## src/rtl/nn_pkg.sv

```systemverilog
// nn_pkg: shared constants, types and helpers for the neural-network
// datapath blocks.
//   NN_WIDTH        default score width
//   NN_OUTPUT_SIZE  default number of output classes
//   argmax_state_t  nn_argmax controller states
//   nn_idx_w()      class-index width, never below one bit
package nn_pkg;

  localparam int NN_WIDTH       = 16;
  localparam int NN_OUTPUT_SIZE = 5;

  typedef enum logic [1:0] {
    IDLE = 2'd0,
    SCAN = 2'd1,
    DONE = 2'd2
  } argmax_state_t;

  // A single class still needs a one-bit index field.
  function automatic int nn_idx_w(input int n);
    if (n <= 1) begin
      return 1;
    end else begin
      return $clog2(n);
    end
  endfunction

endpackage

```

## src/rtl/nn_max_sel.sv

```systemverilog
// nn_max_sel: combinational compare-select for the serial argmax scan.
// Ports:
//   candidate / cand_idx  score under test and its class index
//   cur_max   / cur_idx   running maximum and its class index
//   new_max   / new_idx   updated running maximum and index
// The test is strict greater-than, so an equal candidate never replaces
// the running maximum and the lowest index wins a tie.
module nn_max_sel
  import nn_pkg::*;
#(
  parameter int WIDTH = NN_WIDTH,
  parameter int IDX_W = 3
) (
  input  logic [WIDTH-1:0] candidate,
  input  logic [IDX_W-1:0] cand_idx,
  input  logic [WIDTH-1:0] cur_max,
  input  logic [IDX_W-1:0] cur_idx,
  output logic [WIDTH-1:0] new_max,
  output logic [IDX_W-1:0] new_idx
);

  // Keep the current winner unless the candidate is strictly larger.
  always_comb begin
    new_max = cur_max;
    new_idx = cur_idx;
    if (candidate > cur_max) begin
      new_max = candidate;
      new_idx = cand_idx;
    end else begin
      new_max = cur_max;
      new_idx = cur_idx;
    end
  end

endmodule

```

## src/rtl/nn_argmax.sv

```systemverilog
// nn_argmax: output-classification stage. Captures one vector of
// OUTPUT_SIZE unsigned scores on a valid/ready handshake, scans it one
// score per cycle through a single comparator, and presents the winning
// class index and score on a held valid/ready output.
// Ports:
//   clk, rst             clock, synchronous active-high reset
//   in_valid, in_ready   input vector handshake
//   scores_flat          score i at [i*WIDTH +: WIDTH]
//   mask_flat            arithmetic masks (only with NN_ARGMAX_UNMASK_EN)
//   out_valid, out_ready result handshake
//   class_idx, max_score result; stable while out_valid is high
//   busy                 high while scanning or holding a result
// Build option: define NN_ARGMAX_UNMASK_EN to add mask_flat and store
// score - mask (mod 2^WIDTH) at capture, recombining arithmetic shares.
module nn_argmax
  import nn_pkg::*;
#(
  parameter int OUTPUT_SIZE = NN_OUTPUT_SIZE,
  parameter int WIDTH       = NN_WIDTH,
  parameter int IDX_W       = nn_idx_w(OUTPUT_SIZE)
) (
  input  logic                         clk,
  input  logic                         rst,
  input  logic                         in_valid,
  output logic                         in_ready,
  input  logic [OUTPUT_SIZE*WIDTH-1:0] scores_flat,
`ifdef NN_ARGMAX_UNMASK_EN
  input  logic [OUTPUT_SIZE*WIDTH-1:0] mask_flat,
`endif
  output logic                         out_valid,
  input  logic                         out_ready,
  output logic [IDX_W-1:0]             class_idx,
  output logic [WIDTH-1:0]             max_score,
  output logic                         busy
);

  localparam logic [IDX_W-1:0] LAST_IDX = IDX_W'(OUTPUT_SIZE - 1);
  localparam logic [IDX_W-1:0] ONE_IDX  = IDX_W'(1);

  argmax_state_t    state_r;
  logic [IDX_W-1:0] ptr_r;
  logic [WIDTH-1:0] buf_r [OUTPUT_SIZE];
  logic [WIDTH-1:0] max_r;
  logic [IDX_W-1:0] idx_r;
  logic             in_ready_r;
  logic             out_valid_r;
  logic             busy_r;

  logic [WIDTH-1:0] cap_s [OUTPUT_SIZE];
  logic             capture_s;
  logic [WIDTH-1:0] new_max_s;
  logic [IDX_W-1:0] new_idx_s;

  // Values written into the buffer at capture (unmasked when enabled).
  always_comb begin
    for (int i = 0; i < OUTPUT_SIZE; i++) begin
`ifdef NN_ARGMAX_UNMASK_EN
      cap_s[i] = scores_flat[i*WIDTH +: WIDTH] - mask_flat[i*WIDTH +: WIDTH];
`else
      cap_s[i] = scores_flat[i*WIDTH +: WIDTH];
`endif
    end
  end

  // in_ready is only ever high in IDLE, so the state test is the handshake.
  always_comb begin
    if (!rst && (state_r == IDLE) && in_valid) begin
      capture_s = 1'b1;
    end else begin
      capture_s = 1'b0;
    end
  end

  nn_max_sel #(
    .WIDTH (WIDTH),
    .IDX_W (IDX_W)
  ) u_max_sel (
    .candidate (buf_r[ptr_r]),
    .cand_idx  (ptr_r),
    .cur_max   (max_r),
    .cur_idx   (idx_r),
    .new_max   (new_max_s),
    .new_idx   (new_idx_s)
  );

  // Score buffer: loaded once per vector, contents are don't-care otherwise.
  always_ff @(posedge clk) begin
    if (capture_s) begin
      for (int i = 0; i < OUTPUT_SIZE; i++) begin
        buf_r[i] <= cap_s[i];
      end
    end
  end

  // Controller: state, scan pointer, running result and registered flags.
  always_ff @(posedge clk) begin
    if (rst) begin
      state_r     <= IDLE;
      ptr_r       <= {IDX_W{1'b0}};
      max_r       <= {WIDTH{1'b0}};
      idx_r       <= {IDX_W{1'b0}};
      in_ready_r  <= 1'b1;
      out_valid_r <= 1'b0;
      busy_r      <= 1'b0;
    end else begin
      case (state_r)
        IDLE: begin
          if (capture_s) begin
            // Score 0 seeds the running max; the scan starts at index 1.
            max_r      <= cap_s[0];
            idx_r      <= {IDX_W{1'b0}};
            ptr_r      <= ONE_IDX;
            in_ready_r <= 1'b0;
            busy_r     <= 1'b1;
            if (OUTPUT_SIZE == 1) begin
              state_r     <= DONE;
              out_valid_r <= 1'b1;
            end else begin
              state_r     <= SCAN;
              out_valid_r <= 1'b0;
            end
          end else begin
            state_r    <= IDLE;
            in_ready_r <= 1'b1;
          end
        end
        SCAN: begin
          max_r <= new_max_s;
          idx_r <= new_idx_s;
          ptr_r <= ptr_r + ONE_IDX;
          if (ptr_r == LAST_IDX) begin
            state_r     <= DONE;
            out_valid_r <= 1'b1;
          end else begin
            state_r <= SCAN;
          end
        end
        DONE: begin
          // Result registers are untouched here, so they hold until consumed.
          if (out_ready) begin
            state_r     <= IDLE;
            ptr_r       <= {IDX_W{1'b0}};
            out_valid_r <= 1'b0;
            in_ready_r  <= 1'b1;
            busy_r      <= 1'b0;
          end else begin
            state_r <= DONE;
          end
        end
        default: begin
          state_r     <= IDLE;
          ptr_r       <= {IDX_W{1'b0}};
          max_r       <= {WIDTH{1'b0}};
          idx_r       <= {IDX_W{1'b0}};
          in_ready_r  <= 1'b1;
          out_valid_r <= 1'b0;
          busy_r      <= 1'b0;
        end
      endcase
    end
  end

  assign in_ready  = in_ready_r;
  assign out_valid = out_valid_r;
  assign busy      = busy_r;
  assign class_idx = idx_r;
  assign max_score = max_r;

endmodule

```

## config.mk

```make
export PLATFORM = sky130hd
export DESIGN_NAME = nn_argmax
export DESIGN_NICKNAME = d
export VERILOG_FILES = /design/src/rtl/nn_pkg.sv /design/src/rtl/nn_max_sel.sv /design/src/rtl/nn_argmax.sv
export SDC_FILE = /design/constraint.sdc
export NUM_CORES = 1
export LEC_CHECK = 0
export ABC_CLOCK_PERIOD_IN_PS = 8100
export CORE_ASPECT_RATIO = 0.6
export CORE_MARGIN = 2
export CORE_UTILIZATION = 50
export DETAILED_ROUTE_END_ITERATION = 16
export GPL_TIMING_DRIVEN = 0
export PLACE_DENSITY_LB_ADDON = 0.05
export SYNTH_ARGS = -nofsm -noshare
export SYNTH_HDL_FRONTEND = slang
export SYNTH_SLANG_ARGS = --single-unit
```

## constraint.sdc

```tcl
create_clock -name clk -period 8.1 [get_ports clk]
set_input_delay 0.81 -clock clk [delete_from_list [all_inputs] [get_ports clk]]
set_output_delay 0.81 -clock clk [all_outputs]
set_load 0.02 [all_outputs]
```

; Word level (Yosys, flattened, before mapping)
; Memory sizes are Yosys's and may differ from the RTL's. A register that Yosys moved wholly into a read port is not among the register bits.
; Cells that the tools add are included.
[classes]
add_sub_neg = 1
multipliers = 0
n_div = 0
order_cmp = 1
n_eq_ne = 7
shifts = 0
mux = 27
n_bitwise = 2
reduce_logical = 9
[ops]
columns = op, n
row1 = 16-bit one-hot mux with 3 select lines, 1
row2 = 16-bit two-way mux, 2
row3 = 3-bit two-way mux, 6
row4 = 3-bit one-hot mux with 3 select lines, 2
row5 = 16-bit > comparator, 1
row6 = 1-bit two-way mux, 10
row7 = 1-bit one-hot mux with 3 select lines, 3
row8 = 3-bit AND reduction, 3
row9 = 2-bit inequality test (second input constant), 3
row10 = 2-bit one-hot mux with 3 select lines, 1
row11 = 2-bit two-way mux, 2
row12 = 2-bit AND reduction, 2
row13 = 3-bit by 1-bit adder with 3-bit output (second input constant), 1
row14 = 3-bit == test (second input constant), 1
row15 = 2-bit by 1-bit == test with 1-bit output (second input constant), 1
row16 = 2-bit == test (second input constant), 1
row17 = 1-bit logical AND, 2
row18 = 2-bit logical NOT, 1
row19 = 2-bit by 1-bit inequality test with 1-bit output (second input constant), 1
row20 = 1-bit inverter, 2
row21 = 1-bit logical NOT, 1
[totals]
ff_bits = 27
latchBits = 0
ramBits = 80
mem_bits_ro = 0
in_bits = 84
output_inout_bits = 22
word_cells = 55
mem_count = 1
[memory_table]
columns = name, depth, word_bits, read_ports, rd_ports_with_merged_regs, write_ports, line_no
row1 = buf_r, 5, 16, 1, 1, 5, nn_argmax.sv:42  ; logic [WIDTH-1:0] buf_r [OUTPUT_SIZE];

; Logic depth before layout (Yosys ltp)
; Gate-level depths: netlist of run 1.
[logic_depth]
word_depth = 8
ltp_mapped = 13
depth_no_buf = 9

; Hierarchy
; Synthesis of run 1 repeated with hierarchy kept, for this count alone.
[unflattened]
cells_unflattened = 396
hier_area_um2 = 5303.8
[by_module_without_submodules]
columns = module, n_inst, cells_per_inst, area_each_um2
row1 = nn_argmax, 1, 238, 4221.5
row2 = nn_max_sel, 1, 158, 1082.3

; Least setup slack after synthesis of run 1
; No wires, ideal clock.
[synth_path]
kind = input port to flip-flop
startpoint = input rst
endpoint = memory buf_r[0][0] (netlist name) (enable)
setup_time_ps = 618
arrival_ps = 6595
setup_slack_ps = 887
cell_stages = 2
n_path_buf = 1
cell_sequence = clkbuf_1 nor3_1
[synth_lines]
columns = item, line_no
row1 = "start, declared", nn_argmax.sv:23  ; input logic rst,
row2 = "end, declared", nn_argmax.sv:42

==> results of run 1 <==
==> cell type report <==
type	count	share of cell area, %
Tap cell	130	2.59
Inverter	19	1.14
Clock inverter	6	0.857
Multi-Input combinational cell	149	24.4
Buffer	15	1.50
Clock buffer	10	3.65
Timing Repair Buffer	112	18.0
Sequential cell	110	47.9
==> power by group through the flow <==
stage          Clock [mW]  Combinational (mW)  Sequential [mW]
2_1_floorplan           0               0.104            0.671
3_3_place_gp            0               0.203            0.663
3_5_place_dp            0               0.210            0.659
4_1_cts             0.430               0.212            0.647
5_1_grt             0.449               0.227            0.649
6_report            0.419               0.209            0.647
==> routing by layer <==
metal / track usage, % / wire length, um / vias to the layer above
li1: - / - / 1380
met1: 28.7 / 4800 / 1396
met5: 0 / 0 / -
met3: 5.26 / 523 / 6
met4: 4.89 / 67 / 0
met2: 30.2 / 4390 / 90
==> metrics by stage <==
step,power (mW),utilization (%)
after floorplan,0.775,-
after global placement,0.866,64.5
after detailed placement,0.869,65.5
after CTS,1.29,68.5
after global routing,1.33,68.5
final,1.27,68.5
==> worst max-delay path, cell delays in order, from the launching register on <==
cell       delay [ns]
dfxtp_1          0.32
clkbuf_1         0.38
clkbuf_1         0.61
mux4_2           0.41
mux2_2           0.31
ha_1             0.32
nand4_1          0.21
nor4_1           0.47
a21boi_0         0.23
o31a_1           0.18
buf_6            0.17
nand2_4          0.09
buf_6            0.19
o2bb2ai_2        0.14
==> kinds of logic after synthesis <==
| family | after synthesis | synth area share, % |
|---|---|---|
| adders and majority gates | 18 | 4.80 |
| xor gates and xnor gates | 1 | 0.187 |
| buffers and inverters | 34 | 3.52 |
| muxes | 47 | 14.7 |
| DFF | 110 | 64.0 |
| AOI/OAI and AO/OA | 45 | 8.29 |
| and+or+nand+nor | 38 | 4.56 |
==> path summary, 6_finish.rpt <==
path	depth (start not counted)	slack [ns]	startpoint	end
max	13	4.00	register	max_score[7]
min	2	0.47	busy	busy
max reg2reg	13	4.00	register	max_score[7]
min reg2reg	2	0.47	busy	busy
==> flip-flops by register name, indices dropped and copies added, names as in the netlist, named ones only <==
signal and cells:
buf_r 80, max_score 16, class_idx 3, ptr_r 3, state_r 2, busy 1, in_ready 1, out_valid 1
==> cell usage in the layout (no fill, tap or decap), drive strengths merged, types with 3 or more instances in the layout <==
cell type / Yosys / final
nand2b: 7 / 7
o2bb2ai: 15 / 15
clkbuf: 6 / 16
dfxtp: 30 / 30
a31oi: 3 / 3
mux2i: 16 / 16
mux4: 16 / 16
buf: 9 / 16
inv: 19 / 23
a21o: 3 / 3
nand3: 6 / 6
a21oi: 12 / 12
edfxtp: 80 / 80
clkdlybuf4s50: 0 / 105
ha: 18 / 18
nor2: 7 / 7
nand2: 10 / 10
mux2: 15 / 15
==> reports/results.ini, run 1 <==
[run_status]
outcome=finished clean

[global_routing]
grt_pass1_wl_mm=15.0
antenna_found_initial=0
grt_overflow_total=0
grt_max_degree=20
track_usage_pct=19.8
grt_pass1_vias=2878

[power]
p_sw_share_pct=24.6
p_switching_mw=0.314
cellLeakagePower_nw=2.18
p_int_mw=0.961
seqPwrFrac_pct=50.7
ir_drop_uv=134
p_comb_share_pct=16.4
power_density_mw_per_mm2=203
clock_power_share_pct=32.8

[floorplanning]
coreArea_mm2=0.00916
die_width_um=129
num_rows=27
initial_utilization_pct=51.3
boundaryPins=106
die_h_um=79.1
dieArea_mm2=0.0102

[placed_design]
dp.cells=535
io_buffers=105
pre_cts_ws_ns=4.07
dpl_cell_area_mm2=0.00599
gp_congestion=0.798
hpwl_mm=7.28

[clock_network]
cts_max_path_buffers=2
clk_latency_ns=0.35
cts_resized=0
h-tree-depth=3
path_clk_slew_ns=0.07
cts_tree=done
tritoncts_num_sinks=110
cts_setup_buffers=0
holdBufCountCts=0
clockRootBuffer=clkbuf_16
cts_buffers=9

[logic_synthesis]
ys_seq_area_share_pct=64.0
synthTopCellsByArea=edfxtp_1, dfxtp_1, mux4_2, ha_1, mux2_2
yosys_register_bits=110
synth_fp_nets=395
syn_avg_cell_area_um2=16.0
syn_inst=293
syn_area_mm2=0.00469
netlist.area_leader.share_pct=51.2
yosysWarnings=0
synth_edf_count=80
synth.distinct_cells=41
async_reset_ff_share_pct=0
yosysMostFrequentCell=edfxtp_1
synth_common_cells=edfxtp_1, dfxtp_1, inv_1
synth_top_flop_cell=edfxtp_1
yosys.area.top_type=edfxtp_1

[finish]
multi_input_area_mm2=0.00153
area_growth_syn_to_layout_pct=33.7
final.fill_count=654
nets=518
antenna_cells=0
drive_gt1_share_pct=17.8
seqCellArea_mm2=0.00300
stdcell_area_mm2=0.00627
stdcell_count=551

[min_path]
hold_class=register to register

[detailed_routing]
via_per_inst=5.21
drtAntennaViolNets=0
drtIter0Drc=157
dr.pass1.iters=4
vias=2872
routedWlPerCell_um=17.8
wl_mm=9.79
drc=0

[sta]
slew_headroom_pct=45.3
rsz0062_at_grt=false
period_minus_slack_ns=4.10
setup_tns_ns=0
fin_crit_sh_pct=50.6
drv_slew=0
worst_slew_pin_slew_ns=0.820
max_freq_mhz=244
hold_violations=0
skew_ns=0.0105
setup_viol=0
holdWs_ns=0.469
setup_slack_ns=4.00

[critical_path]
crit_fanout=10
cp.required_ns=8.38
path_class=register to register
cp_data_arrival_time_ns=4.38
start_kind=register
endpoint_kind=register

[job]
maxCapViolCount=0

Power figures use the tool's default switching activity.
==> run 2, diff against run 1 <==
- ABC_CLOCK_PERIOD_IN_PS: 8100 -> 4100
- clock period: 8.1 -> 4.1 ns (I/O delays scaled with it)
==> run 2 against run 1 <==
Net effect:
- clock-buffer cell count fell by 1
- sequential power rose by 98%
- wire length rose by 0.88%
- total power rose by 99%
- combinational power rose by 100%
- global-route usage rose by 0.56 points
- critical endpoint is now max_score[5]
- largest cell class unchanged
- highest routed layer unchanged
==> reports/results.ini, run 2 (same netlist as run 1, synthesis figures left out) <==
[power]
power_density_mw_per_mm2=401
total_power_mw=2.53
cellLeakagePower_nw=2.18
ir_drop_uv=244

[global_routing]
grt_pass1_vias=2920
track_usage_pct=20.4
grt_max_degree=22
antenna_found_initial=0
grt_overflow_total=0
grt_pass1_wl_mm=15.4

[sta]
max_freq_mhz=264
hold_violations=0
drv_slew=0
slew_headroom_pct=45.4
worst_slew_pin_slew_ns=0.819
period_minus_slack_ns=3.78
skew_ns=0.0109
fin_crit_sh_pct=92.3
setup_viol=0
rsz0062_at_grt=false
setup_slack_ns=0.316

[critical_path]
crit_top_cell=buf_6
r2r_end=max_score[5]
cpMaxStageDelayCell=clkbuf_2
endpoint_kind=register
start_kind=register
crit_end=max_score[5]
r2r_cells=13
path_class=register to register
cp.required_ns=4.38
cp_slowest_stage_delay_ns=0.41
cp_data_arrival_time_ns=4.07
crit_fanout=10
cp_cell_sequence=clkbuf_1 -> clkbuf_2 -> mux4_2 -> mux2_2 -> ha_1 -> nand4_1 -> nor4_2 -> a21boi_0 -> o31a_1 -> buf_6 -> nand2_4 -> buf_6 -> o2bb2ai_2
r2r_setup_slack_ns=0.32

[floorplanning]
dieArea_mm2=0.0102
die_width_um=129
initial_utilization_pct=51.3
coreArea_mm2=0.00916
num_rows=27
die_h_um=79.1
boundaryPins=106

[detailed_routing]
drc=0
wl_mm=9.87
via_per_inst=5.18
dr.pass1.iters=6
drtIter0Drc=170
vias=2839
routedWlPerCell_um=18.0
drtAntennaViolNets=0

[finish]
area_growth_syn_to_layout_pct=34.4
stdcell_area_mm2=0.00631
drive_gt1_share_pct=17.7
nets=515
top_register=buf_r
antenna_cells=0
final_core_util_pct=68.9
final_cell_mix=clkdlybuf4s50_1, edfxtp_1, dfxtp_1, inv_1, ha_1
largest_reg_flops=80
stdcell_count=548
layout_commonest_cell=clkdlybuf4s50_1

[clock_network]
h-tree-depth=3
path_clk_slew_ns=0.07
tritoncts_num_sinks=110
cts_setup_buffers=0
clk_latency_ns=0.35
cts_resized=1
holdBufCountCts=0
cts_tree=done
clockRootBuffer=clkbuf_16
cts_max_path_buffers=2
cts_buffers=9

[min_path]
hold_class=register to register
hold_depth=2

[placed_design]
pre_cts_ws_ns=-0.0133
dpl_cell_area_mm2=0.00602
hpwl_mm=7.27
dp.cells=532
gp_congestion=0.791
io_buffers=105

[job]
maxCapViolCount=0

[run_status]
outcome=finished clean

==> run 2: worst min path at each step <==
stage / startpoint / end / slack, ns
floorplan: ptr_r[2] / state_r[0] / 0.47
global placement: busy / busy / 0.45
detailed placement: busy / busy / 0.45
CTS: busy / busy / 0.46
global route: busy / busy / 0.50
finish: busy / busy / 0.46
==> run 2: worst max-delay path: cells and delay by family, from the launching register on <==
family / cells / cell delay (ns)
AOI/OAI and AO/OA: 3 / 0.54
adders and majority gates: 1 / 0.34
buffers and inverters: 4 / 1.15
muxes: 2 / 0.66
DFF: 1 / 0.31
and+or+nand+nor: 3 / 0.71
==> run 2: power by group <==
part           internal (mW)  switching [mW]
clock network          0.420           0.412
logic                  0.228           0.196
registers               1.25          0.0264
==> run 2: per-stage QoR <==
stage               TNS (ns)  hold slack (ns)
detailed placement   -0.0133            0.454
global placement      -22.26            0.448
finish                     0            0.457
CTS                        0            0.465
global route               0            0.502
floorplan                  0            0.474
==> run 2: layer usage <==
layer	global-route usage (%)	up-vias	part of all wire, %
met1	29.6	1380	50
li1	-	1369	-
met2	29.8	80	43
met4	5.98	0	1.0
met3	6.27	10	6.0
met5	0	-	0
==> run 2: layout make-up <==
cell class                 count  area, um^2
multi-input combinational    149        1550
clock buffer                   9         225
fill                         679        2850
inverter                      19        71.3
sequential                   110        3000
tap                          130         163
clock inverter                 7        56.3
buffer                        15        97.6
timing repair buffer         109        1150
==> run 3, diff against run 2 <==
- CAP_MARGIN: unset -> 0
- CELL_PAD_IN_SITES_DETAIL_PLACEMENT: unset -> 2
- CELL_PAD_IN_SITES_GLOBAL_PLACEMENT: unset -> 2
- CORE_UTILIZATION: 50 -> 35
- GPL_ROUTABILITY_DRIVEN: unset -> 0
==> run 3 against run 2 <==
Net effect:
- clock power rose by 8.1%
- clock-buffer cell count did not move
- utilization down 20 points
- die area increased by 41%
- clock skew down 0.0019 ns
- setup slack better by 0.035 ns
- design area up 1.2%
- combinational power increased by 3%
- wire length grew 25%
- critical path depth is 1 lower
- highest routed layer unchanged
==> reports/results.ini, run 3 (same netlist as run 1, synthesis figures left out) <==
[detailed_routing]
routedWlPerCell_um=20.9
via_per_inst=4.95
drtIter0Drc=130
vias=2910
drc=0
wl_mm=12.3
drtAntennaViolNets=0
dr.pass1.iters=6

[floorplanning]
coreArea_mm2=0.0130
num_rows=32
boundaryPins=106
die_width_um=154
dieArea_mm2=0.0144
die_h_um=93.7
initial_utilization_pct=36.2

[sta]
holdWs_ns=0.475
period_minus_slack_ns=3.75
max_freq_mhz=267
setup_viol=0
slew_headroom_pct=41.3
drv_slew=0
skew_ns=0.00897
fin_crit_sh_pct=91.4
worst_slew_pin_slew_ns=0.881
hold_violations=0
rsz0062_at_grt=false

[global_routing]
antenna_found_initial=0
track_usage_pct=18.3
grt_pass1_vias=3299
grt_max_degree=22
grt_pass1_wl_mm=19.4
grt_overflow_total=0

[clock_network]
holdBufCountCts=0
h-tree-depth=3
clk_latency_ns=0.35
cts_buffers=9
path_clk_slew_ns=0.07
clockRootBuffer=clkbuf_16
cts_setup_buffers=0
cts_max_path_buffers=2
tritoncts_num_sinks=110
cts_tree=done

[placed_design]
hpwl_mm=9.37
io_buffers=105

[finish]
drive_gt1_share_pct=18.4
top_register=buf_r
largest_reg_flops=80
antenna_cells=0
area_growth_syn_to_layout_pct=36.0
nets=515
final_cell_mix=clkdlybuf4s50_1, edfxtp_1, dfxtp_1, inv_1, ha_1
final.fill_count=1203
layout_commonest_cell=clkdlybuf4s50_1

[power]
power_density_mw_per_mm2=410
p_switching_mw=0.655
seqPwrFrac_pct=49.0
ir_drop_uv=203
cellLeakagePower_nw=2.21
p_int_mw=1.96
total_power_mw=2.62
clock_power_share_pct=34.4
p_sw_share_pct=25.0
p_comb_share_pct=16.7

[critical_path]
path_class=register to register
cp_data_arrival_time_ns=4.02
start_kind=register
crit_fanout=10
endpoint_kind=register
cp.required_ns=4.37
r2r_cells=12

[min_path]
hold_class=register to register
hold_depth=2

[run_status]
outcome=finished clean

[job]
maxCapViolCount=0

## run 3: power groups by stage
stage	combinational (mW)	clock [mW]	sequential, mW
floorplan	0.207	0	1.32
global placement	0.412	0	1.30
detailed placement	0.442	0	1.31
CTS	0.447	0.926	1.28
global route	0.478	0.969	1.29
finish	0.436	0.899	1.28
## run 3: through the flow
stage	setup TNS, ns	instances	utilization [%]	instance area [um^2]	setup WS [ns]
floorplan	0	293	-	4710	0.789
global placement	-30.09	568	46.0	5970	-0.380
detailed placement	-2.24	573	46.8	6070	-0.222
CTS	0	589	49.2	6380	0.00486
global route	0	588	49.2	6380	0.0319
finish	0	588	49.2	6380	0.351
## run 3: layout make-up
type                            count  area, um^2  area share (%)
Inverter                           19        71.3            1.12
Buffer                             14        98.8            1.55
Tap cell                          170         213            3.33
Multi-Input combinational cell    149        1540            24.2
Timing Repair Buffer              110        1150            18.0
Clock buffer                        9         225            3.53
Sequential cell                   110        3000            47.0
Clock inverter                      7        78.8            1.23
## run 3: timing repair
action	in CTS	in global routing
endpoints found under the setup margin	19	19
gates cloned	0	0
gates resized for setup	3	3
endpoints found under the hold margin	0	0
## run 3: layer usage
| metal | wire, um | part of all wire (%) | track usage (%) | vias to the layer above |
|---|---|---|---|---|
| met5 | 0 | 0 | 0 | - |
| met4 | 85 | 0.69 | 3.90 | 0 |
| met3 | 581 | 4.7 | 4.70 | 6 |
| met2 | 5830 | 47 | 29.9 | 71 |
| met1 | 5790 | 47 | 24.8 | 1468 |
| li1 | - | - | - | 1365 |
## run 3: worst paths after layout
kind | to | slack, ns | start
worst min-delay path | busy | 0.47 | busy
worst max-delay path | max_score[7] | 0.35 | register
worst min register to register | busy | 0.47 | busy
worst max register to register | max_score[7] | 0.35 | register
## run 3: worst max-delay path, stage by stage (launching register included)
cell,delay [ns]
dfxtp_1,0.61
buf_2,0.41
mux4_2,0.36
mux2_2,0.30
ha_1,0.33
nand4_1,0.21
nor4_2,0.37
a21boi_0,0.23
o31a_1,0.20
buf_6,0.18
nand2_4,0.11
buf_6,0.20
o2bb2ai_2,0.15
